## src/rtl/bit1_beeper_if.sv

```systemverilog
// Avalon-MM slave bus of the buzzer pattern generator.
interface bit1_beeper_if;
  logic [1:0]  avs_s1_address;
  logic        avs_s1_read;
  logic [15:0] avs_s1_readdata;
  logic        avs_s1_write;
  logic [15:0] avs_s1_writedata;

  modport master (
    output avs_s1_address, avs_s1_read, avs_s1_write, avs_s1_writedata,
    input  avs_s1_readdata
  );

  modport slave (
    input  avs_s1_address, avs_s1_read, avs_s1_write, avs_s1_writedata,
    output avs_s1_readdata
  );
endinterface

```

## src/rtl/bit1_beeper.sv

```systemverilog
// Buzzer burst generator: a rising edge on the synchronized enable plays
// ON/OFF phases with a square-wave tone, finite bursts raise an interrupt.
module bit1_beeper #(
  parameter int TICK_DIV = 50000
) (
  input  logic         csi_clk,
  input  logic         csi_reset_n,
  bit1_beeper_if.slave avs,
  input  logic         coe_enable,
  output logic         coe_buzzer,
  output logic         ins_irq
);

  localparam int            PW         = $clog2(TICK_DIV);
  localparam logic [PW-1:0] PRESC_LAST = PW'(TICK_DIV - 1);

  typedef enum logic [1:0] {ST_IDLE = 2'd0, ST_ON = 2'd1, ST_OFF = 2'd2} state_t;

  state_t        state_r;
  logic [15:0]   halfper_r, ontime_r, offtime_r, readdata_r;
  logic [15:0]   tone_cnt_r, tick_cnt_r, phase_len_r;
  logic [7:0]    repeat_r, remaining_r;
  logic [PW-1:0] presc_r;
  logic          sync1_r, sync2_r, en_prev_r, tone_r, cont_r, buzzer_r, irq_r;

  logic          rise_s, tick_s, phase_done_s, tone_wrap_s, burst_done_s, ctrl_wr_s;
  logic [15:0]   ontime_eff_s, offtime_eff_s, rd_mux_s;

  // Event decode; zero phase lengths behave as one tick.
  always_comb begin
    rise_s       = sync2_r & ~en_prev_r;
    tick_s       = (presc_r == PRESC_LAST);
    phase_done_s = tick_s & (tick_cnt_r == (phase_len_r - 16'd1));
    tone_wrap_s  = (halfper_r != 16'd0) & (tone_cnt_r >= (halfper_r - 16'd1));
    burst_done_s = (state_r == ST_OFF) & sync2_r & phase_done_s & ~cont_r &
                   (remaining_r == 8'd1);
    ctrl_wr_s    = avs.avs_s1_write & (avs.avs_s1_address == 2'd3);
    if (ontime_r == 16'd0) begin
      ontime_eff_s = 16'd1;
    end else begin
      ontime_eff_s = ontime_r;
    end
    if (offtime_r == 16'd0) begin
      offtime_eff_s = 16'd1;
    end else begin
      offtime_eff_s = offtime_r;
    end
  end

  // Read data select.
  always_comb begin
    rd_mux_s = 16'd0;
    case (avs.avs_s1_address)
      2'd0:    rd_mux_s = halfper_r;
      2'd1:    rd_mux_s = ontime_r;
      2'd2:    rd_mux_s = offtime_r;
      2'd3:    rd_mux_s = {6'd0, irq_r, (state_r != ST_IDLE), repeat_r};
      default: rd_mux_s = 16'd0;
    endcase
  end

  // Register file, interrupt flag and registered read port.
  always_ff @(posedge csi_clk or negedge csi_reset_n) begin
    if (!csi_reset_n) begin
      halfper_r  <= 16'd0;
      ontime_r   <= 16'd0;
      offtime_r  <= 16'd0;
      repeat_r   <= 8'd0;
      irq_r      <= 1'b0;
      readdata_r <= 16'd0;
    end else begin
      if (avs.avs_s1_write) begin
        case (avs.avs_s1_address)
          2'd0:    halfper_r <= avs.avs_s1_writedata;
          2'd1:    ontime_r  <= avs.avs_s1_writedata;
          2'd2:    offtime_r <= avs.avs_s1_writedata;
          2'd3:    repeat_r  <= avs.avs_s1_writedata[7:0];
          default: halfper_r <= halfper_r;
        endcase
      end
      // Completion beats a simultaneous clear.
      if (burst_done_s) begin
        irq_r <= 1'b1;
      end else if (ctrl_wr_s && avs.avs_s1_writedata[15]) begin
        irq_r <= 1'b0;
      end
      if (avs.avs_s1_read) begin
        readdata_r <= rd_mux_s;
      end
    end
  end

  // Enable synchronizer and edge-detect history.
  always_ff @(posedge csi_clk or negedge csi_reset_n) begin
    if (!csi_reset_n) begin
      sync1_r   <= 1'b0;
      sync2_r   <= 1'b0;
      en_prev_r <= 1'b0;
    end else begin
      sync1_r   <= coe_enable;
      sync2_r   <= sync1_r;
      en_prev_r <= sync2_r;
    end
  end

  // Burst FSM with tone generator, phase timer and registered buzzer.
  always_ff @(posedge csi_clk or negedge csi_reset_n) begin
    if (!csi_reset_n) begin
      state_r     <= ST_IDLE;
      tone_cnt_r  <= 16'd0;
      tone_r      <= 1'b0;
      presc_r     <= '0;
      tick_cnt_r  <= 16'd0;
      phase_len_r <= 16'd1;
      remaining_r <= 8'd0;
      cont_r      <= 1'b0;
      buzzer_r    <= 1'b0;
    end else begin
      buzzer_r <= (state_r == ST_ON) && (halfper_r != 16'd0) && tone_r;
      case (state_r)
        ST_IDLE: begin
          if (rise_s) begin
            state_r     <= ST_ON;
            remaining_r <= repeat_r;
            cont_r      <= (repeat_r == 8'd0);
            tone_cnt_r  <= 16'd0;
            tone_r      <= 1'b1;
            presc_r     <= '0;
            tick_cnt_r  <= 16'd0;
            phase_len_r <= ontime_eff_s;
          end
        end
        ST_ON, ST_OFF: begin
          if (!sync2_r) begin
            state_r <= ST_IDLE;
          end else begin
            if (tone_wrap_s) begin
              tone_cnt_r <= 16'd0;
              tone_r     <= ~tone_r;
            end else if (halfper_r != 16'd0) begin
              tone_cnt_r <= tone_cnt_r + 16'd1;
            end
            if (phase_done_s) begin
              presc_r    <= '0;
              tick_cnt_r <= 16'd0;
              if (state_r == ST_ON) begin
                state_r     <= ST_OFF;
                phase_len_r <= offtime_eff_s;
              end else if (burst_done_s) begin
                state_r <= ST_IDLE;
              end else begin
                if (!cont_r) begin
                  remaining_r <= remaining_r - 8'd1;
                end
                state_r     <= ST_ON;
                tone_r      <= 1'b1;
                tone_cnt_r  <= 16'd0;
                phase_len_r <= ontime_eff_s;
              end
            end else if (tick_s) begin
              presc_r    <= '0;
              tick_cnt_r <= tick_cnt_r + 16'd1;
            end else begin
              presc_r <= presc_r + PW'(1);
            end
          end
        end
        default: state_r <= ST_IDLE;
      endcase
    end
  end

  assign coe_buzzer          = buzzer_r;
  assign ins_irq             = irq_r;
  assign avs.avs_s1_readdata = readdata_r;

endmodule

```

## src/flat_wrapper.sv

```systemverilog
// flat-port wrapper written by rule: the top's interface ports become plain ports
module bit1_beeper_flat 
#(
  parameter int TICK_DIV = 50000
)
  (csi_clk, csi_reset_n, coe_enable, coe_buzzer, ins_irq, avs_avs_s1_address, avs_avs_s1_read, avs_avs_s1_write, avs_avs_s1_writedata, avs_avs_s1_readdata);
  bit1_beeper_if avs_i ();
  input  logic csi_clk;
  input  logic csi_reset_n;
  input  logic coe_enable;
  output logic coe_buzzer;
  output logic ins_irq;
  input wire logic [$bits(avs_i.avs_s1_address)-1:0] avs_avs_s1_address;
  input wire logic [$bits(avs_i.avs_s1_read)-1:0] avs_avs_s1_read;
  input wire logic [$bits(avs_i.avs_s1_write)-1:0] avs_avs_s1_write;
  input wire logic [$bits(avs_i.avs_s1_writedata)-1:0] avs_avs_s1_writedata;
  output wire logic [$bits(avs_i.avs_s1_readdata)-1:0] avs_avs_s1_readdata;
  assign avs_i.avs_s1_address = avs_avs_s1_address;
  assign avs_i.avs_s1_read = avs_avs_s1_read;
  assign avs_i.avs_s1_write = avs_avs_s1_write;
  assign avs_i.avs_s1_writedata = avs_avs_s1_writedata;
  assign avs_avs_s1_readdata = avs_i.avs_s1_readdata;
  bit1_beeper #(.TICK_DIV(TICK_DIV)) u_core (.csi_clk(csi_clk), .csi_reset_n(csi_reset_n), .avs(avs_i), .coe_enable(coe_enable), .coe_buzzer(coe_buzzer), .ins_irq(ins_irq));
endmodule
```

## config.mk

```make
export PLATFORM = sky130hd
export DESIGN_NAME = bit1_beeper_flat
export DESIGN_NICKNAME = d
export VERILOG_FILES = /design/src/rtl/bit1_beeper_if.sv /design/src/rtl/bit1_beeper.sv /design/src/flat_wrapper.sv
export SDC_FILE = /design/constraint.sdc
export NUM_CORES = 1
export LEC_CHECK = 0
export CAP_MARGIN = 20
export CORE_MARGIN = 2
export CORE_UTILIZATION = 50
export CTS_CLUSTER_DIAMETER = 60
export DETAILED_ROUTE_END_ITERATION = 10
export PLACE_DENSITY = 0.68
export SETUP_SLACK_MARGIN = 0.05
export SLEW_MARGIN = 20
export SYNTH_ARGS = -nofsm -noshare
export SYNTH_HDL_FRONTEND = slang
export SYNTH_SLANG_ARGS = --single-unit
```

## constraint.sdc

```tcl
create_clock -name csi_clk -period 4.95 [get_ports csi_clk]
set_input_delay 0.99 -clock csi_clk [delete_from_list [all_inputs] [get_ports csi_clk]]
set_output_delay 0.99 -clock csi_clk [all_outputs]
set_load 0.005 [all_outputs]
```

* After elaboration in Yosys (flattened, before gate mapping)
Cells that the tools add are included.
Storage, ports and cells: RAM bits 0, memory bits (read-only) 0, flip-flop bits (word level) 153, bits in latches 0, memories kept 0, word-level logic and storage cells 123, bits of input ports 23, output and inout port bits 18
Cells by class: div/mod/pow operators 0, eq/ne operators 17, reductions and logical operators 23, multipliers 0, shift operators 0, add/subtract/negate cells 6, bitwise gates (word level) 11, $lt $le $gt $ge 1, muxes and demuxes 47
Operators with widths (count):
- $mux 16 | 20
- $pmux 16 s2 | 4
- $pmux 16 s4 | 1
- $add 16x1->16 const B | 3
- $mux 8 | 6
- $logic_not 16->1 | 2
- $sub 16x1->16 const B | 2
- $eq 16x16->1 | 1
- $eq 16x16->1 const B | 1
- $ge 16x16->1 | 1
- $pmux 8 s2 | 1
- $reduce_bool 16->1 | 1
- $reduce_and 2->1 | 6
- $mux 1 | 9
- $and 1x1->1 | 8
- $eq 8x1->1 const B | 1
- $logic_not 8->1 | 1
- $mux 2 | 4
- $sub 8x1->8 const B | 1
- $reduce_and 7->1 | 1
- $eq 2x2->1 const B | 3
- $ne 2x1->1 const B | 3
- $ne 2x2->1 const B | 3
- $ne 3x3->1 const B | 2
- 12 further kinds | 20

* Longest topological paths before layout
Gate-level depths: netlist of the first run.
depth in word-level cells 11, mapped depth 18, depth with buffers taken out 15

* Worst setup path before layout of the first run
No wires, ideal clock.
path type register -> register, from register u_core.halfper_r[0], to register u_core.tone_cnt_r[4], library setup time 0.069 ns, slack 1.233 ns, cell stages (with the launch flop) 18, arrival 3.649 ns, buffers on the path 2, cells stage by stage dfrtp_1 inv_1 ha_1 or4b_1 or4_1 clkbuf_1 nor3_1 xnor2_1 ha_1 a21o_1 a21o_1 a21oi_1 nand3_1 o21ai_0 o211ai_1 buf_4 or3_1 nand3_1
Between the ends: cells in the longest elaborated chain, start to end 9
Ends and longest elaborated chain:
- start: declaration | RTL line bit1_beeper.sv:20 | logic [15:0] halfper_r, ontime_r, offtime_r, readdata_r;
- start signal: assignment | RTL line bit1_beeper.sv:74 | 2'd0: halfper_r <= avs.avs_s1_writedata;
- start signal: assignment | RTL line bit1_beeper.sv:78 | default: halfper_r <= halfper_r;
- $sub 16x1->16 | RTL line bit1_beeper.sv:34 | tone_wrap_s = (halfper_r != 16'd0) & (tone_cnt_r >= (halfper_r - 16'd1));
- $ge 16x16->1 | RTL line bit1_beeper.sv:34
- $and 1x1->1 | RTL line bit1_beeper.sv:34
- $mux 16 (*) | RTL line bit1_beeper.sv:137 | if (tone_wrap_s) begin
- $mux 16 | RTL line bit1_beeper.sv:149 | end else if (burst_done_s) begin
- $mux 16 | RTL line bit1_beeper.sv:146 | if (state_r == ST_ON) begin
- $mux 16 (*) | RTL line bit1_beeper.sv:143 | if (phase_done_s) begin
- $mux 16 (*) | RTL line bit1_beeper.sv:134 | if (!sync2_r) begin
- $pmux 16 s2 (*) | RTL line bit1_beeper.sv:120 | case (state_r)
- end signal: assignment | RTL line bit1_beeper.sv:141 | tone_cnt_r <= tone_cnt_r + 16'd1;
- end: declaration | RTL line bit1_beeper.sv:21 | logic [15:0] tone_cnt_r, tick_cnt_r, phase_len_r;
Mark *: on every way between the ends. The rest lies on a longest branch, timed or not. The select of a mux whose other input is x is not followed. A chain may end at the register's enable or synchronous reset.

* Final worst setup path of the first run
from register u_core.halfper_r[0], to register u_core.tone_cnt_r[2]
The elaborated chain is that of the path after synthesis.

==> key figures, run 1 <==
Run status
  – Status: finished, final reports clean

Synthesis
  – Number of synthesized register bits: 153
  – Post-synth cell types: 73
  – Post-synthesis mux area share: 12.7%
  – Largest family of logic cells by synthesized area: simple AND/OR/NAND/NOR gates
  – EDFF count, synth: 0
  – Syn Area/Cell: between 10 and 15 um^2
  – Ys flop type: dfrtp_1
  – Synth Area in Simple Gates: between 10% and 20%
  – Post-Syn Instances: 817
  – Synth Cell Area: 0.00845 mm^2
  – Asr flop ratio synth: 100%
  – Mapped Nets: around 870
  – Adder-Cell Fraction of Synth Area: under 10%
  – Compound-Gate Fraction of Synth Area: 11.5%
  – Post-synthesis sequential area ratio: a little under half
  – Synth Area in XOR/XNOR: 5.70%
  – Synth Warn #: 0

Floorplan
  – Die area: 0.0180 mm^2
  – Std cell rows: 47
  – Starting density of the core: 51.1%
  – Top Ports: 41
  – Die H: about 130 um
  – Core area: 0.0165 mm^2
  – Die Wd: approximately 130 um

Worst setup path
  – Crit end category: register
  – R2R cell count: 15
  – CP Data Required Time: ~5300 ps
  – Worst-path fanout max: 13
  – Worst reg2reg endpoint: u_core.tone_cnt_r[2]$_DFFE_PN0P_
  – RR Startpoint: u_core.halfper_r[0]$_DFFE_PN0P_
  – CP Class: register to register
  – Worst path slowest cell: or4_1
  – Worst Path Arrival: 4850 ps
  – CP max stage delay: 520 ps
  – Worst setup startpoint: u_core.halfper_r[0]$_DFFE_PN0P_
  – Worst setup endpoint: u_core.tone_cnt_r[2]$_DFFE_PN0P_
  – R2R setup slack: 460 ps
  – Crit path launch type: register
  – Crit-path cells: inv_1 -> ha_1 -> or4b_1 -> or4_1 -> nor3_1 -> xnor2_1 -> ha_1 -> a21o_1 -> a21o_1 -> a21oi_1 -> nand3_1 -> o21ai_0 -> o211ai_1 -> or3_1 -> nand3_1

Hold path
  – Hold Path Depth: 0
  – Hold WC Path Type: register to register

Global route
  – GRT Residual Overflow: 0
  – Vias in the first global route: 6540
  – Largest net degree at the start of global routing: approximately 120
  – Gr usage total: 24.5%
  – Initial antenna violation count: 0
  – First-pass GRT wire length: ~34000 um

Clock tree
  – H-tree levels: 4
  – CTS Buf Count: 17
  – Clock Sinks: 153
  – CTS tree: done
  – Root Buffer: clkbuf_16
  – Hold-fix buffers, CTS: 0
  – Clock slew at reported path FFs: 60 ps
  – Skew-Pair Late Insertion Delay: 430 ps
  – Clock tree buffer depth: 2

Place
  – Hpwl dp: 15000 um
  – RePlAce Congestion: 0.951
  – Placed Area: 0.00903 mm^2
  – Input/output buffers: 40

Routing
  – Vias: 6592
  – WL per Instance: 19.4 um
  – Antenna viol nets, final: 0
  – Initial drt markers: 543
  – First-pass detailed-route iteration total: 8
  – # DRC: 0
  – WL final: 21000 um
  – Vias per cell: just over 6

Timing
  – Final Hold Fails: 0
  – # setup viols final: 0
  – Period minus WS final: roughly 4500 ps
  – Max Slew Vio Count: 0
  – Setup TNS: 0 ps
  – Clock Skew: 12.4 ps
  – Rel. slew slack: a little under a third
  – RSZ-0062 raised after global routing: false
  – Final period util: 90.7%
  – Max Fclk: 223 MHz
  – Worst slew pin tran: 1010 ps

Final layout
  – Layout area overhead: 13.9%
  – Post-route design area: 0.00963 mm^2
  – Diodes inserted: 0
  – Fin nets: 900
  – Fraction of layout cells with a size suffix above 1: between 10% and 20%

Power and ir drop
  – Maximum vdd ir drop: 0.313 mV
  – PD cells: 463 mW/mm^2
  – Leak Pwr: 4.03 nW

Flow run
  – Max-Cap Viols: 0
[placed cells by master, fill, tap and decap left out, types with 7 or more instances in the layout]
master / synthesis / routed
mux2_2: 65 / 65
nand2_1: 79 / 79
xor2_1: 28 / 28
nand3_1: 34 / 34
and3_1: 14 / 14
clkdlybuf4s50_1: 0 / 39
a21oi_1: 35 / 35
inv_1: 23 / 23
nor4_1: 15 / 14
nand4_1: 14 / 14
a21o_1: 7 / 7
mux2i_1: 12 / 12
nor3_1: 12 / 12
o21ai_0: 39 / 39
ha_1: 27 / 27
nor2_1: 63 / 63
or3_1: 11 / 11
dfrtp_1: 152 / 152
clkbuf_16: 0 / 17
a22oi_1: 13 / 13
mux4_2: 10 / 10
nor3b_1: 8 / 7
xnor2_1: 27 / 27
[state kept, by name, indices dropped and copies added, names as in the netlist, 2 cells and up]
name,flops
u_core.tone_cnt_r,16
u_core.presc_r,16
u_core.phase_len_r,16
u_core.tick_cnt_r,16
u_core.state_r,2
u_core.ontime_r,16
u_core.avs.avs_s1_readdata,16
u_core.remaining_r,8
u_core.halfper_r,16
u_core.offtime_r,16
u_core.repeat_r,8
[metrics by stage]
stage	hold slack [ps]	utilization [%]	instances	worst slack [ps]	power, mW
after floorplan	331	-	817	1230	2.70
after global placement	343	54.7	1051	810	3.09
after detailed placement	337	54.7	1051	546	3.16
after CTS	361	58.2	1082	493	4.45
after global routing	371	58.3	1082	229	4.71
final	359	58.3	1082	460	4.45
[report_power, final]
group | internal (mW) | total, mW | switching, mW
registers | 1.50 | 1.83 | 0.326
clock network | 0.721 | 1.28 | 0.560
logic | 0.598 | 1.35 | 0.748
[kinds of logic after synthesis]
| kind of cell | Yosys count |
|---|---|
| AOI/OAI and AO/OA | 147 |
| muxes | 87 |
| DFF | 153 |
| xor gates and xnor gates | 55 |
| adders and majority gates | 27 |
| buffers and inverters | 55 |
| and+or+nand+nor | 293 |
[critical path, delay by kind of cell (launching register included)]
| kind | cells | cell delay, ps |
|---|---|---|
| XOR/XNOR | 1 | 130 |
| AND/OR/NAND/NOR | 6 | 1990 |
| adder cells (fa/ha/maj) | 2 | 430 |
| buffers and inverters | 1 | 120 |
| flip-flops | 1 | 390 |
| AO/OA/AOI/OAI | 5 | 1360 |
[final cells by class]
class / count / area, um^2
well taps: 220 / 275
fillers: 1393 / 6900
repair buffers: 46 / 449
inverters: 23 / 86.3
clock buffers: 19 / 443
clock inverters: 12 / 133
flip-flops and latches: 153 / 3830
multi-input cells: 609 / 4410
[synthesized netlist by cell type (3+ instances only)]
master	count	area, um^2
nand3_1	34	170
or2_2	5	31.3
o211ai_1	4	30.0
mux2i_1	12	120
xor2_1	28	245
or4_1	4	30.0
o22ai_1	4	25.0
a21oi_1	35	175
inv_1	23	86.3
o21ai_0	39	195
mux2_2	65	732
mux4_2	10	225
nor4_1	15	93.8
nand3_2	3	30.0
ha_1	27	338
a21o_1	7	52.6
a41oi_1	4	35.0
a22oi_1	13	97.6
nand2_1	79	297
nand4_1	14	87.6
nor3_1	12	60.1
nor3b_1	8	60.1
nand2b_1	6	37.5
o31ai_1	3	22.5
buf_2	3	15.0
or3_1	11	68.8
buf_1	4	15.0
nor2_1	63	236
xnor2_1	27	236
nor2b_1	6	37.5
clkbuf_1	22	82.6
and3_1	14	87.6
o311ai_0	4	35.0
dfrtp_1	152	3800
o311ai_1	4	35.0
[worst min path at each step]
stage / start / to
after floorplan: u_core.sync1_r$_DFF_PN0_ / u_core.sync2_r$_DFF_PN0_
after global placement: u_core.sync1_r$_DFF_PN0_ / u_core.sync2_r$_DFF_PN0_
after detailed placement: u_core.sync1_r$_DFF_PN0_ / u_core.sync2_r$_DFF_PN0_
after CTS: u_core.sync1_r$_DFF_PN0_ / u_core.sync2_r$_DFF_PN0_
after global routing: u_core.sync1_r$_DFF_PN0_ / u_core.sync2_r$_DFF_PN0_
final: u_core.sync1_r$_DFF_PN0_ / u_core.sync2_r$_DFF_PN0_
[metal layers]
layer  share of wire (%)  routed length (um)  GRT usage [%]
met1                  43                9080           32.1
met2                  50               10500           41.2
met3                 4.7                 977           4.46
met4                 1.9                 391           8.51
met5                   0                   0              0
[repair_timing]
action                                  4_1_cts  5_1_grt
buffers inserted                              0        0
endpoints found under the setup margin        0        1
resized for setup                             0        1
No activity file was read; power rests on OpenSTA's default activity.
==> run 2, diff against run 1 <==
--- a/config.mk
+++ b/config.mk
@@ -9,6 +9,7 @@
 export CORE_MARGIN = 2
 export CORE_UTILIZATION = 50
 export CTS_CLUSTER_DIAMETER = 60
+export CTS_CLUSTER_SIZE = 20
 export DETAILED_ROUTE_END_ITERATION = 10
 export PLACE_DENSITY = 0.68
 export SETUP_SLACK_MARGIN = 0.05
==> results of run 2 <==
Same layout as run 1: the final DEF is identical, and so are final timing and power.
